`config.mk`:
```
export PLATFORM = sky130hd
export DESIGN_NAME = body_bias_sequencer
export DESIGN_NICKNAME = d
export VERILOG_FILES = /design/src/rtl/body_bias_sequencer.sv
export SDC_FILE = /design/constraint.sdc
export NUM_CORES = 1
export LEC_CHECK = 0
export CORE_MARGIN = 10
export CORE_UTILIZATION = 30
export DETAILED_ROUTE_END_ITERATION = 8
export GPL_ROUTABILITY_DRIVEN = 0
export SLEW_MARGIN = 15
export SYNTH_ARGS = -nofsm -noshare
export SYNTH_HDL_FRONTEND = slang
export SYNTH_SLANG_ARGS = --single-unit
```
`constraint.sdc`:
```
create_clock -name clk -period 3 [get_ports clk]
set_input_delay 0.6 -clock clk [delete_from_list [all_inputs] [get_ports clk]]
set_output_delay 0.6 -clock clk [all_outputs]
set_load 0.005 [all_outputs]
```
`src/rtl/body_bias_sequencer.sv`:
```
// rtl/body_bias_sequencer.sv - body-bias handshake sequencer between fast and low-leakage modes
// Optional BB_ACK_TIMEOUT_EN: bounds the bias_ack wait and traps into a sticky ERROR state.
module body_bias_sequencer #(
  parameter int IDLE_THRESH   = 16,
  parameter int SETTLE_CYCLES = 4,
  parameter int ACK_TIMEOUT   = 64
) (
  input  logic        clk,
  input  logic        rst,
  input  logic        req_valid,
  input  logic        dp_busy,
  input  logic        force_fast,
  input  logic        bias_ack,
  output logic        dp_ready,
  output logic        bias_req,
  output logic        bias_mode,
  output logic        lowleak_active,
  output logic [2:0]  state_o,
  output logic [15:0] sleep_cnt,
  output logic        err_timeout
);

  typedef enum logic [2:0] {
    ACTIVE       = 3'd0,
    ENTER_REQ    = 3'd1,
    ENTER_SETTLE = 3'd2,
    LOWLEAK      = 3'd3,
    EXIT_REQ     = 3'd4,
    EXIT_SETTLE  = 3'd5,
    ERROR        = 3'd6
  } state_e;

`ifdef BB_ACK_TIMEOUT_EN
  localparam logic TIMEOUT_EN = 1'b1;
`else
  localparam logic TIMEOUT_EN = 1'b0;
`endif

  state_e      state_q, state_d;
  logic [15:0] idle_cnt_q, idle_cnt_d;
  logic [7:0]  settle_cnt_q, settle_cnt_d;
  logic [15:0] ack_cnt_q, ack_cnt_d;
  logic        wake_pend_q, wake_pend_d;
  logic [15:0] sleep_cnt_q, sleep_cnt_d;
  logic        err_timeout_q, err_timeout_d;
  logic        dp_ready_q, dp_ready_d;
  logic        bias_req_q, bias_req_d;
  logic        bias_mode_q, bias_mode_d;
  logic        lowleak_q, lowleak_d;

  logic idle, wake, settle_done, ack_expired;

  assign idle        = !req_valid && !dp_busy && !force_fast;
  assign wake        = req_valid || force_fast;
  assign settle_done = (settle_cnt_q == 8'(SETTLE_CYCLES - 1));
  assign ack_expired = TIMEOUT_EN && (ack_cnt_q == 16'(ACK_TIMEOUT - 1));

  // Counters default to zero so each one clears on entry to the state that uses it.
  always_comb begin
    state_d      = state_q;
    idle_cnt_d   = '0;
    settle_cnt_d = '0;
    ack_cnt_d    = '0;
    wake_pend_d  = wake_pend_q;
    sleep_cnt_d  = sleep_cnt_q;
    case (state_q)
      ACTIVE: begin
        if (idle) begin
          if (idle_cnt_q == 16'(IDLE_THRESH - 1)) state_d = ENTER_REQ;
          else idle_cnt_d = idle_cnt_q + 16'd1;
        end
      end
      ENTER_REQ, EXIT_REQ: begin
        if (state_q == ENTER_REQ && wake) wake_pend_d = 1'b1;
        if (bias_ack) state_d = (state_q == ENTER_REQ) ? ENTER_SETTLE : EXIT_SETTLE;
        else if (ack_expired) state_d = ERROR;
        else ack_cnt_d = ack_cnt_q + 16'd1;
      end
      ENTER_SETTLE, EXIT_SETTLE: begin
        if (state_q == ENTER_SETTLE && wake) wake_pend_d = 1'b1;
        if (settle_done) begin
          if (state_q == ENTER_SETTLE) begin
            state_d     = LOWLEAK;
            sleep_cnt_d = sleep_cnt_q + 16'd1;
          end else begin
            state_d = ACTIVE;
          end
        end else begin
          settle_cnt_d = settle_cnt_q + 8'd1;
        end
      end
      LOWLEAK: begin
        if (wake || wake_pend_q) begin
          state_d     = EXIT_REQ;
          wake_pend_d = 1'b0;
        end
      end
      default: state_d = state_q;
    endcase

    dp_ready_d    = (state_d == ACTIVE) || (state_d == ERROR);
    bias_req_d    = (state_d == ENTER_REQ) || (state_d == EXIT_REQ);
    bias_mode_d   = (state_d == ENTER_REQ) || (state_d == ENTER_SETTLE) || (state_d == LOWLEAK);
    lowleak_d     = (state_d == LOWLEAK);
    err_timeout_d = err_timeout_q || (TIMEOUT_EN && (state_d == ERROR));
  end

  always_ff @(posedge clk) begin
    if (rst) begin
      state_q       <= ACTIVE;
      idle_cnt_q    <= '0;
      settle_cnt_q  <= '0;
      ack_cnt_q     <= '0;
      wake_pend_q   <= 1'b0;
      sleep_cnt_q   <= '0;
      err_timeout_q <= 1'b0;
      dp_ready_q    <= 1'b1;
      bias_req_q    <= 1'b0;
      bias_mode_q   <= 1'b0;
      lowleak_q     <= 1'b0;
    end else begin
      state_q       <= state_d;
      idle_cnt_q    <= idle_cnt_d;
      settle_cnt_q  <= settle_cnt_d;
      ack_cnt_q     <= ack_cnt_d;
      wake_pend_q   <= wake_pend_d;
      sleep_cnt_q   <= sleep_cnt_d;
      err_timeout_q <= err_timeout_d;
      dp_ready_q    <= dp_ready_d;
      bias_req_q    <= bias_req_d;
      bias_mode_q   <= bias_mode_d;
      lowleak_q     <= lowleak_d;
    end
  end

  assign dp_ready       = dp_ready_q;
  assign bias_req       = bias_req_q;
  assign bias_mode      = bias_mode_q;
  assign lowleak_active = lowleak_q;
  assign state_o        = state_q;
  assign sleep_cnt      = sleep_cnt_q;
  assign err_timeout    = err_timeout_q;

endmodule
```
==> results of run 1 <==
[registers in the layout, summed over array words and instances (netlist names)]
name	count
settle_cnt_q	8
idle_cnt_q	16
sleep_cnt	16
dp_ready	1
wake_pend_q	1
bias_mode	1
state_o	3
bias_req	1
lowleak_active	1
[worst register-to-register path, stage by stage, from the launching register on]
cell,delay [ns]
sky130_fd_sc_hd__dfxtp_1,0.37
sky130_fd_sc_hd__ha_1,0.26
sky130_fd_sc_hd__nor3b_2,0.42
sky130_fd_sc_hd__nand4_2,0.29
sky130_fd_sc_hd__nor4_2,0.37
sky130_fd_sc_hd__xnor2_1,0.16
sky130_fd_sc_hd__nor2_1,0.05
[power groups by stage]
| stage | logic [mW] | clock network (mW) | registers, mW |
|---|---|---|---|
| final | 0.0204 | 0.363 | 0.637 |
| after floorplan | 0.00999 | 0 | 0.652 |
| after detailed placement | 0.0204 | 0 | 0.652 |
| after CTS | 0.0205 | 0.376 | 0.637 |
| after global placement | 0.0205 | 0 | 0.652 |
| after global routing | 0.0228 | 0.399 | 0.637 |
[stage by stage]
| stage | hold slack [ns] | instance area [um^2] |
|---|---|---|
| after floorplan | 0.430 | 2200 |
| after global placement | 0.446 | 2570 |
| after detailed placement | 0.454 | 2570 |
| after CTS | 0.472 | 2650 |
| after global routing | 0.532 | 2650 |
| final | 0.466 | 2650 |
[worst paths after layout]
path	start	slack, ns	end
min reg2reg	idle_cnt_q[0]	0.47	idle_cnt_q[0]
max reg2reg	settle_cnt_q[0]	0.98	sleep_cnt[15]
min	idle_cnt_q[0]	0.47	idle_cnt_q[0]
max	state_o[2]	0.90	state_o[2]
[cell usage after synthesis, drive strengths merged]
library cell	number
nor2	53
dfxtp	48
xnor2	21
nand3	16
nand2	14
nor3	14
xor2	12
and3	7
inv	7
nor4	7
nand4	6
a21oi	5
buf	4
clkbuf	3
ha	3
nor2b	3
nor3b	3
or3	3
a22oi	2
mux2i	2
o21ai	2
o22ai	2
a211oi	1
a21bo	1
a21boi	1
a2bb2oi	1
and4	1
and4b	1
conb	1
nand2b	1
nand4b	1
nor4b	1
o2111ai	1
o221ai	1
o31ai	1
or2b	1
[cell families after synthesis]
logic type               count (synthesis)  share of synthesized area, %
multiplexers                             2                         0.912
adder cells (fa/ha/maj)                  3                          1.71
flip-flops                              48                          43.8
XOR/XNOR                                33                          13.2
AND/OR/NAND/NOR                        132                          31.5
buffers and inverters                   14                          2.96
AO/OA/AOI/OAI                           18                          5.81
other                                    1                         0.171
[layer usage]
| layer | global-route usage, % | wire length, um | vias to the layer above |
|---|---|---|---|
| met2 | 15.0 | 2240 | 23 |
| li1 | - | - | 916 |
| met4 | 2.32 | 44 | 0 |
| met3 | 3.84 | 303 | 7 |
| met5 | 0 | 0 | - |
| met1 | 9.90 | 2200 | 797 |
[area by class of cell]
| type | instances | area (um^2) |
|---|---|---|
| fillers | 751 | 4530 |
| clock inverters | 1 | 5.00 |
| well taps | 99 | 124 |
| multi-input cells | 189 | 1170 |
| flip-flops and latches | 48 | 961 |
| repair buffers | 29 | 288 |
| clock buffers | 6 | 72.6 |
| inverters | 7 | 26.3 |
==> tab_implementation.tex, run 1 <==
\begin{tabular}{lr}
\hline
Metric & Value \\
\hline
\multicolumn{2}{l}{\textbf{Outcome}} \\
Result of the run & finished, final reports clean \\
\multicolumn{2}{l}{\textbf{Yosys}} \\
Post-Synthesis Cells & 251 \\
Register bit count reported by yosys & 48 \\
Area share of the leading cell type in the synthesized netlist & 43.8\% \\
Post-synthesis net count & 260 \\
Sequential share of the synthesized area & 43.8\% \\
Most area-consuming cells after synthesis & sky130\_fd\_sc\_hd\_\_dfxtp\_1 44\%, sky130\_fd\_sc\_hd\_\_nor2\_1 9.1\%, sky130\_fd\_sc\_hd\_\_xnor2\_1 8.4\% \\
Mean instance size in the synthesized netlist & 8.75 um\^{}2 \\
Cell type contributing the most total cell area after synthesis & sky130\_fd\_sc\_hd\_\_dfxtp\_1 \\
Count of different cell masters after synthesis & 42 \\
Yosys warning total & 0 \\
Post-synthesis cell area & 0.00220 mm\^{}2 \\
\multicolumn{2}{l}{\textbf{Worst setup path}} \\
Reg2Reg Depth & 6 \\
Critical path data arrival time & 1.50 ns \\
Type of destination of the critical path & output pin \\
Critical-path maximum fanout & 13 \\
WP buf/inv & 1 \\
Master of the slowest instance on the critical path & sky130\_fd\_sc\_hd\_\_dfxtp\_1 \\
Number of gates on the worst path with buffers counted & 1 \\
Startpoint class of the critical path & flip-flop \\
Cell class contributing the biggest share of worst-path delay & flip-flops \\
Slowest stage delay, CP & 0.60 ns \\
Critical Path RT & 2.40 ns \\
Ordered cell list for the critical path & clkdlybuf4s50\_1 \\
Type of the setup path with the least slack & flip-flop to output pin \\
\multicolumn{2}{l}{\textbf{Pwr}} \\
Power dissipated by switching net loads & 216 uW \\
Worst supply voltage drop on vdd & 0.161 mV \\
Total power density per cell area & 385 mW/mm\^{}2 \\
Internal power contribution & 804 uW \\
Part of the total power dissipated in combinational logic & 2.0\% \\
Standby leakage power & 0.901 nW \\
Power Total & 1.02 mW \\
Register share of total power & 62.5\% \\
Proportion of power drawn by the clock network & 35.5\% \\
Net Sw Frac & 21.2\% \\
\multicolumn{2}{l}{\textbf{GRT}} \\
Total grt overflow & 0 \\
Largest net degree at the start of global routing & 17 \\
Tot GR Track Use & 8.82\% \\
Wire length of the first global-routing pass & 8350 um \\
Via count of the first global-routing pass & 1771 \\
Number of antenna violations at the first check in global routing & 0 \\
\multicolumn{2}{l}{\textbf{Clock network}} \\
Post-CTS Setup Inserts & 0 \\
Number of buffers added by the clock tree synthesis step & 5 \\
Cell chosen for the clock root & sky130\_fd\_sc\_hd\_\_clkbuf\_8 \\
Max Buffers Root-to-Sink & 2 \\
Clock network latency to the later pin of the worst-skew pair & 0.30 ns \\
TritonCTS clock tree & yes \\
Clock-pin slew on the worst setup and hold paths & 0.08 ns \\
Number of buffers inserted by hold repair at cts & 0 \\
Number of H-tree levels & 2 \\
Gates resized, CTS repair & 0 \\
Clock sinks & 48 \\
\multicolumn{2}{l}{\textbf{STA}} \\
Final worst-path cycle share & 70.0\% \\
Highest achievable clock rate & 476 MHz \\
Total of endpoints with negative setup slack in the final report & 0 \\
Final critical-path setup slack & 0.901 ns \\
Number of max-slew violations in the final report & 0 \\
Setup repair after global routing missed its margin & false \\
Final critical delay including setup and external delays & 2.10 ns \\
Slew at the pin closest to its max-slew limit & 0.498 ns \\
Worst Clk Skew & 0.0115 ns \\
Final total negative setup slack & 0 ns \\
Worst slew margin & 66.7\% \\
Final Hold Violating Endpoints & 0 \\
\multicolumn{2}{l}{\textbf{Place}} \\
Number of buffer cells added on primary ports & 28 \\
Total half-perimeter wirelength after legalization and detailed placement & 3530 um \\
Count of placed standard cells including taps & 372 \\
Pre-CTS setup slack & 0.721 ns \\
\multicolumn{2}{l}{\textbf{Detailed routing}} \\
First-pass iteration count of the detailed router & 4 \\
DRC & 0 \\
Routed wire length & 4790 um \\
WL per Instance & 12.6 um \\
Number of antenna-violating nets in the routed design & 0 \\
Routed via count divided by cell count & 4.60 \\
Initial detailed-routing violation count & 39 \\
Vias & 1743 \\
\multicolumn{2}{l}{\textbf{Finish}} \\
Fraction of layout cells with a size suffix above 1 & 5.71\% \\
Final nets & 289 \\
Final instance count without filler cells & 379 \\
Final core utilization & 36.9\% \\
Leading cell types in the layout, fill and taps excluded & 53 x sky130\_fd\_sc\_hd\_\_nor2\_1, 48 x sky130\_fd\_sc\_hd\_\_dfxtp\_1, 28 x sky130\_fd\_sc\_hd\_\_clkdlybuf4s50\_1 \\
Antenna Diode Count & 0 \\
Post-synthesis to final-layout area growth & 20.5\% \\
Leading cell type in the layout, fill and taps excluded & sky130\_fd\_sc\_hd\_\_nor2\_1 \\
\multicolumn{2}{l}{\textbf{Die}} \\
Floorplan die height & 106 um \\
Area of the die & 0.0111 mm\^{}2 \\
X dimension of the die & 106 um \\
Effective utilization at floorplan & 30.6\% \\
Number of rows created at floorplan & 31 \\
Number of placed I/O pins & 30 \\
Core Area & 0.00718 mm\^{}2 \\
\multicolumn{2}{l}{\textbf{Worst hold path}} \\
Worst hold path stage count & 1 \\
Min-delay worst type & flip-flop to flip-flop \\
\multicolumn{2}{l}{\textbf{Run}} \\
Max Cap Viol & 0 \\
\hline
\end{tabular}
(Power assumes the default switching activity.)
==> run 2: changes to the inputs <==
==> constraint.sdc (replaced) <==
create_clock -name clk -period 1.85 [get_ports clk]
set_input_delay 0.37 -clock clk [delete_from_list [all_inputs] [get_ports clk]]
set_output_delay 0.37 -clock clk [all_outputs]
set_load 0.005 [all_outputs]
==> run 2 against run 1 <==
Clock-buffer cell count is 1 lower. Worst setup slack worse by 0.77 ns. Via count is 3.6% higher. Design area is 7.3% higher. Non-clock buffer count is 15 higher. Die area stayed put. Combinational power is 68% higher. Total power is 79% higher. Sequential share of layout area is 2.4 points lower. Global-route usage is 0.33 points higher. Sequential cell count stayed put. Core utilization is 2.7 points higher.
==> tab_implementation.tex, run 2 (synthesis results as in run 1) <==
\begin{tabular}{lr}
\hline
Metric & Value \\
\hline
\multicolumn{2}{l}{\textbf{Outcome}} \\
Result of the run & finished, final reports clean \\
\multicolumn{2}{l}{\textbf{Die}} \\
Area of the die & 0.0111 mm\^{}2 \\
Floorplan die height & 106 um \\
Effective utilization at floorplan & 30.6\% \\
X dimension of the die & 106 um \\
Number of rows created at floorplan & 31 \\
Core Area & 0.00718 mm\^{}2 \\
Number of placed I/O pins & 30 \\
\multicolumn{2}{l}{\textbf{GRT}} \\
Wire length of the first global-routing pass & 8650 um \\
Largest net degree at the start of global routing & 17 \\
Total grt overflow & 0 \\
Number of antenna violations at the first check in global routing & 0 \\
Tot GR Track Use & 9.15\% \\
Via count of the first global-routing pass & 1760 \\
\multicolumn{2}{l}{\textbf{Worst setup path}} \\
Worst reg2reg endpoint & sleep\_cnt[15] \\
Critical path data arrival time & 1.96 ns \\
R2r startpoint & settle\_cnt\_q[0] \\
Type of the setup path with the least slack & primary input to flip-flop \\
R2r setup slk & 0.14 ns \\
Critical Path RT & 2.09 ns \\
Type of destination of the critical path & flip-flop \\
Reg2Reg Depth & 7 \\
Startpoint class of the critical path & primary input \\
Critical-path maximum fanout & 5 \\
\multicolumn{2}{l}{\textbf{Clock network}} \\
TritonCTS clock tree & yes \\
Post-CTS Setup Inserts & 0 \\
Clock-pin slew on the worst setup and hold paths & 0.09 ns \\
Number of H-tree levels & 2 \\
Clock sinks & 48 \\
Max Buffers Root-to-Sink & 2 \\
Clock network latency to the later pin of the worst-skew pair & 0.30 ns \\
Cell chosen for the clock root & sky130\_fd\_sc\_hd\_\_clkbuf\_8 \\
Number of buffers added by the clock tree synthesis step & 5 \\
\multicolumn{2}{l}{\textbf{Detailed routing}} \\
Initial detailed-routing violation count & 43 \\
First-pass iteration count of the detailed router & 4 \\
DRC & 0 \\
Vias & 1806 \\
Routed via count divided by cell count & 4.57 \\
Routed wire length & 4820 um \\
WL per Instance & 12.2 um \\
Number of antenna-violating nets in the routed design & 0 \\
\multicolumn{2}{l}{\textbf{STA}} \\
Final Hold Violating Endpoints & 0 \\
Final total negative setup slack & 0 ns \\
Final worst-path cycle share & 93.1\% \\
Final critical delay including setup and external delays & 1.72 ns \\
Worst Clk Skew & 0.00812 ns \\
Setup repair after global routing missed its margin & true \\
Number of max-slew violations in the final report & 0 \\
Total of endpoints with negative setup slack in the final report & 0 \\
Highest achievable clock rate & 581 MHz \\
Final critical-path setup slack & 0.129 ns \\
\multicolumn{2}{l}{\textbf{Pwr}} \\
Part of the total power dissipated in combinational logic & 1.9\% \\
Worst supply voltage drop on vdd & 0.332 mV \\
Standby leakage power & 1.01 nW \\
Net Sw Frac & 20.5\% \\
Register share of total power & 56.7\% \\
Internal power contribution & 1.45 mW \\
Proportion of power drawn by the clock network & 41.4\% \\
Power dissipated by switching net loads & 373 uW \\
Total power density per cell area & 641 mW/mm\^{}2 \\
\multicolumn{2}{l}{\textbf{Worst hold path}} \\
Worst hold path stage count & 1 \\
Min-delay worst type & flip-flop to flip-flop \\
Hold worst-path end & settle\_cnt\_q[0] \\
Worst hold path startpoint & settle\_cnt\_q[0] \\
\multicolumn{2}{l}{\textbf{Finish}} \\
Fraction of layout cells with a size suffix above 1 & 13.5\% \\
Filler cell count in the final layout & 732 \\
Antenna Diode Count & 0 \\
Fin area & 0.00284 mm\^{}2 \\
Leading cell types in the layout, fill and taps excluded & 52 x sky130\_fd\_sc\_hd\_\_nor2\_1, 47 x sky130\_fd\_sc\_hd\_\_dfxtp\_1, 28 x sky130\_fd\_sc\_hd\_\_clkdlybuf4s50\_1 \\
Leading cell type in the layout, fill and taps excluded & sky130\_fd\_sc\_hd\_\_nor2\_1 \\
Final nets & 304 \\
Post-synthesis to final-layout area growth & 29.3\% \\
Final core utilization & 39.6\% \\
\multicolumn{2}{l}{\textbf{Run}} \\
Max Cap Viol & 0 \\
\multicolumn{2}{l}{\textbf{Place}} \\
Total half-perimeter wirelength after legalization and detailed placement & 3700 um \\
Number of buffer cells added on primary ports & 28 \\
Pre-CTS setup slack & -0.190 ns \\
Post-detailed-placement cell area & 0.00268 mm\^{}2 \\
\hline
\end{tabular}
==> run 2: worst max path at each step <==
stage / from / to / slack, ns / cells past startpoint
2_1_floorplan: settle_cnt_q[0] / bias_req / 0.14 / 6
3_3_place_gp: req_valid / bias_req / -0.15 / 6
3_5_place_dp: req_valid / bias_req / -0.19 / 6
4_1_cts: state_o[2] / state_o[2] / 0.05 / 1
5_1_grt: settle_cnt_q[0] / sleep_cnt[13] / -0.02 / 7
6_report: req_valid / bias_req / 0.13 / 6
==> run 2: power by group through the flow <==
stage	clock network, mW	logic, mW	registers (mW)
after floorplan	0	0.0162	1.06
after global placement	0	0.0341	1.06
after detailed placement	0	0.0341	1.06
after CTS	0.781	0.0342	1.03
after global routing	0.814	0.0379	1.03
final	0.754	0.0342	1.03
==> run 2: layer usage <==
metal	up-vias	wire length (um)	track usage [%]
met5	-	0	0
met4	0	42	2.03
met3	5	323	3.78
met2	28	2320	14.8
met1	827	2140	11.2
li1	946	-	-
==> run 2: area by class of cell <==
| type | count | area, um^2 | area share (%) |
|---|---|---|---|
| well taps | 99 | 124 | 4.36 |
| repair buffers | 44 | 400 | 14.1 |
| clock inverters | 3 | 42.5 | 1.50 |
| inverters | 7 | 26.3 | 0.926 |
| flip-flops and latches | 48 | 962 | 33.9 |
| multi-input cells | 189 | 1210 | 42.8 |
| clock buffers | 5 | 68.8 | 2.42 |
==> run 2: critical path: stages <==
cell	delay (ns)
sky130_fd_sc_hd__clkdlybuf4s50_1	0.43
sky130_fd_sc_hd__or3_1	0.40
sky130_fd_sc_hd__a21oi_2	0.18
sky130_fd_sc_hd__a2bb2oi_2	0.24
sky130_fd_sc_hd__o2111ai_1	0.14
sky130_fd_sc_hd__a21bo_1	0.20
==> run 2: per-stage QoR <==
step           hold slack (ns)  std cells  total power, mW
5_1_grt                  0.496        395             1.89
2_1_floorplan            0.430        251             1.07
3_5_place_dp             0.455        387             1.09
6_report                 0.471        395             1.82
4_1_cts                  0.477        395             1.85
3_3_place_gp             0.443        387             1.09
==> run 2: repair_timing <==
item	CTS	global route
hold buffers	0	0
gates resized for setup	0	10
endpoints found under the setup margin	0	7
==> run 3: changes to the inputs <==
--- a/config.mk
+++ b/config.mk
@@ -6,9 +6,10 @@
 export NUM_CORES = 1
 export LEC_CHECK = 0
 export CORE_MARGIN = 10
-export CORE_UTILIZATION = 30
+export CORE_UTILIZATION = 45
 export DETAILED_ROUTE_END_ITERATION = 8
 export GPL_ROUTABILITY_DRIVEN = 0
+export PLACE_DENSITY = 0.7
 export SLEW_MARGIN = 15
 export SYNTH_ARGS = -nofsm -noshare
 export SYNTH_HDL_FRONTEND = slang
==> run 3 against run 2 <==
Register-to-register slack lost 0.02 ns. Total power increased by 2.2%. First-iteration DRC count increased by 150%. Sequential share of layout area is 0.61 points higher. Non-clock buffer count is 1 lower. Cell count decreased by 8.4%. Global-route usage grew 2.6 points. Largest power group unchanged. Clock skew increased by 0.0040 ns. Design area fell by 1.9%. Via count is 0.39% higher. Fmax down 1.3%. Hold slack better by 0.0091 ns.
==> tab_implementation.tex, run 3 (synthesis results as in run 1) <==
\begin{tabular}{lr}
\hline
Metric & Value \\
\hline
\multicolumn{2}{l}{\textbf{Clock network}} \\
Number of H-tree levels & 2 \\
Clock sinks & 48 \\
TritonCTS clock tree & yes \\
Clock network latency to the later pin of the worst-skew pair & 0.30 ns \\
Clock-pin slew on the worst setup and hold paths & 0.08 ns \\
Number of buffers added by the clock tree synthesis step & 5 \\
Cell chosen for the clock root & sky130\_fd\_sc\_hd\_\_clkbuf\_8 \\
Post-CTS Setup Inserts & 0 \\
Max Buffers Root-to-Sink & 2 \\
Number of buffers inserted by hold repair at cts & 0 \\
\multicolumn{2}{l}{\textbf{Pwr}} \\
Internal power contribution & 1.49 mW \\
Net Sw Frac & 20.0\% \\
Power Total & 1.86 mW \\
Total power density per cell area & 668 mW/mm\^{}2 \\
Worst supply voltage drop on vdd & 0.448 mV \\
Part of the total power dissipated in combinational logic & 1.9\% \\
Standby leakage power & 0.966 nW \\
Register share of total power & 55.5\% \\
Proportion of power drawn by the clock network & 42.6\% \\
Power dissipated by switching net loads & 371 uW \\
\multicolumn{2}{l}{\textbf{Finish}} \\
Leading cell type in the layout, fill and taps excluded & sky130\_fd\_sc\_hd\_\_nor2\_1 \\
Fin area & 0.00279 mm\^{}2 \\
Final instance count without filler cells & 362 \\
Antenna Diode Count & 0 \\
Leading cell types in the layout, fill and taps excluded & 53 x sky130\_fd\_sc\_hd\_\_nor2\_1, 48 x sky130\_fd\_sc\_hd\_\_dfxtp\_1, 28 x sky130\_fd\_sc\_hd\_\_clkdlybuf4s50\_1 \\
Post-synthesis to final-layout area growth & 26.8\% \\
Fraction of layout cells with a size suffix above 1 & 11.9\% \\
Final nets & 303 \\
Filler cell count in the final layout & 423 \\
\multicolumn{2}{l}{\textbf{STA}} \\
Final critical-path setup slack & 0.106 ns \\
Final Hold Violating Endpoints & 0 \\
Final Hold Slack & 0.480 ns \\
Worst Clk Skew & 0.0121 ns \\
Final critical delay including setup and external delays & 1.74 ns \\
Final worst-path cycle share & 94.3\% \\
Number of max-slew violations in the final report & 0 \\
Total of endpoints with negative setup slack in the final report & 0 \\
Setup repair after global routing missed its margin & false \\
Highest achievable clock rate & 573 MHz \\
\multicolumn{2}{l}{\textbf{Die}} \\
Number of placed I/O pins & 30 \\
Core Area & 0.00472 mm\^{}2 \\
Area of the die & 0.00807 mm\^{}2 \\
Floorplan die height & 89.9 um \\
Effective utilization at floorplan & 46.5\% \\
Number of rows created at floorplan & 25 \\
X dimension of the die & 89.9 um \\
\multicolumn{2}{l}{\textbf{Detailed routing}} \\
WL per Instance & 12.7 um \\
Initial detailed-routing violation count & 106 \\
First-pass iteration count of the detailed router & 4 \\
Routed via count divided by cell count & 5.01 \\
DRC & 0 \\
Routed wire length & 4600 um \\
Vias & 1813 \\
Number of antenna-violating nets in the routed design & 0 \\
\multicolumn{2}{l}{\textbf{Place}} \\
Pre-CTS setup slack & -0.191 ns \\
Count of placed standard cells including taps & 354 \\
Total half-perimeter wirelength after legalization and detailed placement & 3340 um \\
Number of buffer cells added on primary ports & 28 \\
Post-detailed-placement cell area & 0.00263 mm\^{}2 \\
\multicolumn{2}{l}{\textbf{GRT}} \\
Tot GR Track Use & 11.8\% \\
Via count of the first global-routing pass & 1805 \\
Largest net degree at the start of global routing & 17 \\
Total grt overflow & 0 \\
Number of antenna violations at the first check in global routing & 0 \\
Wire length of the first global-routing pass & 8110 um \\
\multicolumn{2}{l}{\textbf{Worst setup path}} \\
Critical-path maximum fanout & 5 \\
Startpoint class of the critical path & primary input \\
Type of destination of the critical path & flip-flop \\
Type of the setup path with the least slack & primary input to flip-flop \\
R2r setup slk & 0.12 ns \\
Critical path data arrival time & 1.94 ns \\
Critical Path RT & 2.05 ns \\
\multicolumn{2}{l}{\textbf{Outcome}} \\
Result of the run & finished, final reports clean \\
\multicolumn{2}{l}{\textbf{Worst hold path}} \\
Min-delay worst type & flip-flop to flip-flop \\
\multicolumn{2}{l}{\textbf{Run}} \\
Max Cap Viol & 0 \\
\hline
\end{tabular}
-- run 3: power by group through the flow --
| stage | registers, mW | clock network (mW) | logic [mW] |
|---|---|---|---|
| after floorplan | 1.06 | 0 | 0.0162 |
| after global placement | 1.06 | 0 | 0.0341 |
| after detailed placement | 1.06 | 0 | 0.0345 |
| after CTS | 1.03 | 0.816 | 0.0349 |
| after global routing | 1.03 | 0.858 | 0.0382 |
| final | 1.03 | 0.792 | 0.0347 |
-- run 3: final timing paths --
check | startpoint | endpoint | cells after the start
setup / recovery | req_valid | bias_req | 6
hold / removal | idle_cnt_q[0] | idle_cnt_q[0] | 1
setup reg to reg | settle_cnt_q[1] | bias_req | 7
hold reg to reg | idle_cnt_q[0] | idle_cnt_q[0] | 1
-- run 3: through the flow --
stage | utilization, % | setup TNS, ns
floorplan | - | 0
global placement | 55.8 | -0.420
detailed placement | 55.8 | -0.570
CTS | 58.3 | 0
global route | 59.0 | 0
finish | 59.0 | 0
-- run 3: repair_timing --
item                                    CTS  global route
endpoints found under the setup margin    0            13
gates resized for setup                   0             5
hold endpoints to repair                  0             0
-- run 3: layout make-up --
class	count	area (um^2)	area share, %
clock buffers	6	82.6	2.96
clock inverters	2	38.8	1.39
inverters	7	26.3	0.943
multi-input cells	189	1200	43.1
flip-flops and latches	48	961	34.5
well taps	67	83.8	3.01
repair buffers	43	393	14.1
-- run 3: worst max-delay path: stages --
cell and delay [ns]:
sky130_fd_sc_hd__clkdlybuf4s50_1 0.43, sky130_fd_sc_hd__or3_1 0.38, sky130_fd_sc_hd__a21oi_1 0.19, sky130_fd_sc_hd__a2bb2oi_2 0.26, sky130_fd_sc_hd__nor4_1 0.10, sky130_fd_sc_hd__a21bo_1 0.21
-- run 3: layer usage --
layer / GRT usage [%] / vias up / wire length, um
li1: - / 942 / -
met1: 14.2 / 830 / 2270
met2: 17.7 / 35 / 1910
met3: 4.99 / 6 / 336
met4: 5.31 / 0 / 82
met5: 0 / - / 0
==> patch 1: new RTL, flow settings as in run 2 <==
The option `BB_ACK_TIMEOUT_EN` is turned on by a define.
--- a/src/rtl/body_bias_sequencer.sv
+++ b/src/rtl/body_bias_sequencer.sv
@@ -1,4 +1,6 @@
 // rtl/body_bias_sequencer.sv - body-bias handshake sequencer between fast and low-leakage modes
 // Optional BB_ACK_TIMEOUT_EN: bounds the bias_ack wait and traps into a sticky ERROR state.
+`define BB_ACK_TIMEOUT_EN
+
 module body_bias_sequencer #(
   parameter int IDLE_THRESH   = 16,
Formal check against the unedited RTL: no difference found for any inputs over 10 cycles, from zero or initial values and one cycle with rst high; that may be too few to reach the edited logic, so the function may still have changed.
==> patch 1 against run 2 <==
- the flow now finishes with violations (negative setup slack)
- worst setup slack worse by 0.27 ns
- critical path depth is 2 higher
- total power is 79% higher
- sequential cell count is 17 higher
- synthesized area is 29% higher
- design area is 35% higher
- sequential power is 43% higher
- synthesized cell count is 32% higher
- routed wire length is 23% higher
==> patch 1: results (changes against run 2) <==
status = finished with violations
violated checks = negative setup slack
fill count = 905 (+24%)
first-pass GRT wire length = 10,300 um (+19%)
Pre-Repair DR Iteration Count = 5 (+1)
Crit Path Class = register to register
syn_nets = 341 (+31%)
r2r endpoint = lowleak_active$_SDFF_PP0_
vias in the first global route = 2,285 (+30%)
Final Setup Violations = 21 (+21)
First DRT Iteration DRCs = 89 (+110%)
clk_lat worst skew = 0.34 ns (+0.04 ns)
Netlist cell types = 39 (-7.1%)
hpwl dp = 4280 um (+16%)
share of cells above drive strength 1 = 16.8% (+3.3 points)
CP peak stage delay = 0.51 ns (+0.08 ns)
Critical Path AT = 2.25 ns (+0.29 ns)
number of I/O port buffers = 29 (+3.6%)
R2R depth = 8 (+1)
routed len/inst = 11.6 um (-4.7%)
Layout Skew = 0.0124 ns (+0.00424 ns)
leakage power = 1.35 nW (+33%)
DR vias = 2,373 (+31%)
DP Worst Slack = -0.256 ns (-0.0662 ns)
TritonCTS buffer count = 9 (+4)
Final WS setup = -0.145 ns (-0.273 ns)
peak supply drop = 0.000295 V (-11%)
nets = 403 (+33%)
worst hold slack = 0.444 ns (-0.0269 ns)
synth cell count leaders = nor2_1, dfxtp_1, nand2_1, xnor2_1, xor2_1
placed cells = 486 (+26%)
H-tree depth = 3 (+1)
[patch 1: cell count changes after synthesis, moves of 5 or more]
cell      change
clkbuf_1      +5
dfxtp_1      +17
nand2_1      +11
nor2_1       +16
nor3_1        -6
o21ai_0       +6
or3_1         +5
xor2_1       +10
[patch 1: what timing repair did]
action	CTS	global route
pin swaps	6	5
hold endpoints to repair	0	0
buffers inserted	4	3
gates resized for setup	10	9
endpoints found under the setup margin	21	38
[patch 1: cell type report]
| class | count | area share (%) |
|---|---|---|
| Multi-Input combinational cell | 247 | 40.6 |
| Sequential cell | 65 | 34.1 |
| Timing Repair Buffer | 62 | 15.5 |
| Clock buffer | 12 | 4.06 |
| Tap cell | 111 | 3.63 |
| Clock inverter | 4 | 1.34 |
| Inverter | 8 | 0.786 |
[patch 1: logic make-up after synthesis]
logic type	after synthesis	synth area share, %
DFF	65	46.0
and+or+nand+nor	169	29.4
muxes	1	0.354
AOI/OAI and AO/OA	26	5.35
xor gates and xnor gates	47	14.5
buffers and inverters	19	2.61
adders and majority gates	4	1.77
[patch 1: power by group]
group          total (W)  internal (W)  switching, W  leakage [nW]
combinational   0.000536      0.000272      0.000264         0.721
clock            0.00124      0.000697      0.000544         0.103
sequential       0.00147       0.00145     0.0000224         0.525
total            0.00325       0.00242      0.000831          1.35
[patch 1: layer usage]
metal  vias to the layer above  wire [um]  track usage, %  share of wire, %
li1                       1237          -               -                 -
met1                      1089       2850            10.9                48
met2                        36       2660            15.4                45
met3                        11        271            2.29               4.6
met4                         0        142            5.68               2.4
met5                         -          0               0                 0
[patch 1: per-stage QoR]
step / util (%) / cell area [um^2] / TNS (ns) / power, W
6_report: 41.6 / 3820 / -1.47 / 0.00325
5_1_grt: 41.6 / 3820 / -4.40 / 0.00342
4_1_cts: 40.9 / 3760 / -1.60 / 0.00328
3_5_place_dp: 37.7 / 3470 / -3.40 / 0.00200
3_3_place_gp: 37.7 / 3470 / -2.20 / 0.00199
2_1_floorplan: - / 2880 / -1.90 / 0.00178
[patch 1: how the worst min path moves through the flow]
| stage | end | from | depth (start not counted) |
|---|---|---|---|
| floorplan | idle_cnt_q[0]$_SDFF_PP0_ | idle_cnt_q[0]$_SDFF_PP0_ | 1 |
| global placement | idle_cnt_q[0]$_SDFF_PP0_ | idle_cnt_q[0]$_SDFF_PP0_ | 1 |
| detailed placement | idle_cnt_q[0]$_SDFF_PP0_ | idle_cnt_q[0]$_SDFF_PP0_ | 1 |
| CTS | idle_cnt_q[0]$_SDFF_PP0_ | idle_cnt_q[0]$_SDFF_PP0_ | 1 |
| global route | idle_cnt_q[0]$_SDFF_PP0_ | idle_cnt_q[0]$_SDFF_PP0_ | 1 |
| finish | idle_cnt_q[0]$_SDFF_PP0_ | idle_cnt_q[0]$_SDFF_PP0_ | 1 |
==> patch 2: new RTL, settings of run 2 <==
Without the edit above. Put one more register stage on the output `sleep_cnt`, with the module's reset. The value now appears one clock later. The other outputs are not delayed to match.
--- a/src/rtl/body_bias_sequencer.sv
+++ b/src/rtl/body_bias_sequencer.sv
@@ -139,5 +139,11 @@
   assign lowleak_active = lowleak_q;
   assign state_o        = state_q;
-  assign sleep_cnt      = sleep_cnt_q;
+  always_ff @(posedge clk) begin
+    if (rst) begin
+      sleep_cnt <= '0;
+    end else begin
+      sleep_cnt <= sleep_cnt_q;
+    end
+  end
   assign err_timeout    = err_timeout_q;
 
Check against the original RTL: no difference found for any inputs over 10 cycles, from zero or initial values and one cycle with rst high; that may be too few to reach the edited logic, so the function may still have changed.
==> patch 2 against run 2 <==
- routed wire length rose by 9.1%
- sequential cell count rose by 16
- fmax fell by 2.5%
- synthesized cell count rose by 12%
- synthesized area rose by 19%
- worst setup slack got worse by 0.044 ns
- total power rose by 46%
- design area rose by 17%
- critical endpoint is now state_o[2]
==> patch 2: results (changes against run 2) <==
met1 Use GR = 10.6% (-0.61 points)
P_sw = 0.000528 W (+41%)
synth cell count leaders = dfxtp_1, nor2_1, xor2_1, nor2b_1, nand2_1
GRT Total Usage = 8.65% (-0.50 points)
TritonCTS buffer count = 9 (+4)
Layout Skew = 0.00992 ns (+0.00180 ns)
placed cells = 419 (+8.3%)
First DRT Iteration DRCs = 110 (+160%)
vias in the first global route = 1,925 (+9.4%)
r2r setup slk = 0.12 ns (-0.02 ns)
leakage power = 1.24 nW (+23%)
met2 Use GR = 12.3% (-2.4 points)
CP Launch Point = state_o[2]$_SDFF_PP0_
Netlist cell types = 39 (-7.1%)
Clock power frac = 46.3% (+4.9 points)
status = complete, no violations
pwr/cell area = 800 mW/mm^2 (+25%)
share of cells above drive strength 1 = 13.7% (+0.16 points)
r2r startpoint = settle_cnt_q[1]$_SDFF_PP0_
register area share after synthesis = 49.2% (+5.4 points)
DR vias = 1,984 (+9.9%)
clk_lat worst skew = 0.34 ns (+0.04 ns)
met2 wire length = 2300 um (-0.60%)
dominant cells by area after synthesis = dfxtp_1, xor2_1, nor2_1, nor2b_1, xnor2_1
met1 WL = 2560 um (+20%)
met3 WL = 333 um (+3.1%)
[patch 2: cell count changes after synthesis, moves of 6 or more]
| cell | change |
|---|---|
| xor2_1 | +9 |
| nand4_1 | +6 |
| xnor2_1 | -9 |
| nor2b_1 | +16 |
| nor3_1 | -11 |
| dfxtp_1 | +16 |
[patch 2: cells by family after synthesis]
group / synth area share [%]
DFF: 49.2
muxes: 0.769
and+or+nand+nor: 30.1
AOI/OAI and AO/OA: 4.08
xor gates and xnor gates: 11.1
adders and majority gates: 1.44
buffers and inverters: 3.17
other: 0.144
[patch 2: how the worst min path moves through the flow]
| stage | slack, ns | cells past startpoint | startpoint | to |
|---|---|---|---|---|
| 2_1_floorplan | 0.41 | 1 | idle_cnt_q[0]$_SDFF_PP0_ | idle_cnt_q[0]$_SDFF_PP0_ |
| 4_1_cts | 0.45 | 1 | idle_cnt_q[0]$_SDFF_PP0_ | idle_cnt_q[0]$_SDFF_PP0_ |
| 6_report | 0.45 | 1 | idle_cnt_q[0]$_SDFF_PP0_ | idle_cnt_q[0]$_SDFF_PP0_ |
| 3_5_place_dp | 0.43 | 1 | idle_cnt_q[0]$_SDFF_PP0_ | idle_cnt_q[0]$_SDFF_PP0_ |
| 3_3_place_gp | 0.42 | 1 | idle_cnt_q[0]$_SDFF_PP0_ | idle_cnt_q[0]$_SDFF_PP0_ |
| 5_1_grt | 0.49 | 1 | idle_cnt_q[0]$_SDFF_PP0_ | idle_cnt_q[0]$_SDFF_PP0_ |
[patch 2: cell type report]
type                    count  share of cell area (%)
flip-flops and latches     64                    38.7
repair buffers             46                    12.5
well taps                 105                    3.96
inverters                   4                   0.453
clock inverters             2                    1.13
clock buffers              13                    5.09
multi-input cells         200                    38.1
[patch 2: timing repair]
action	in CTS	in global routing
gates resized for setup	2	6
pin swaps	0	1
setup endpoints to repair	2	8
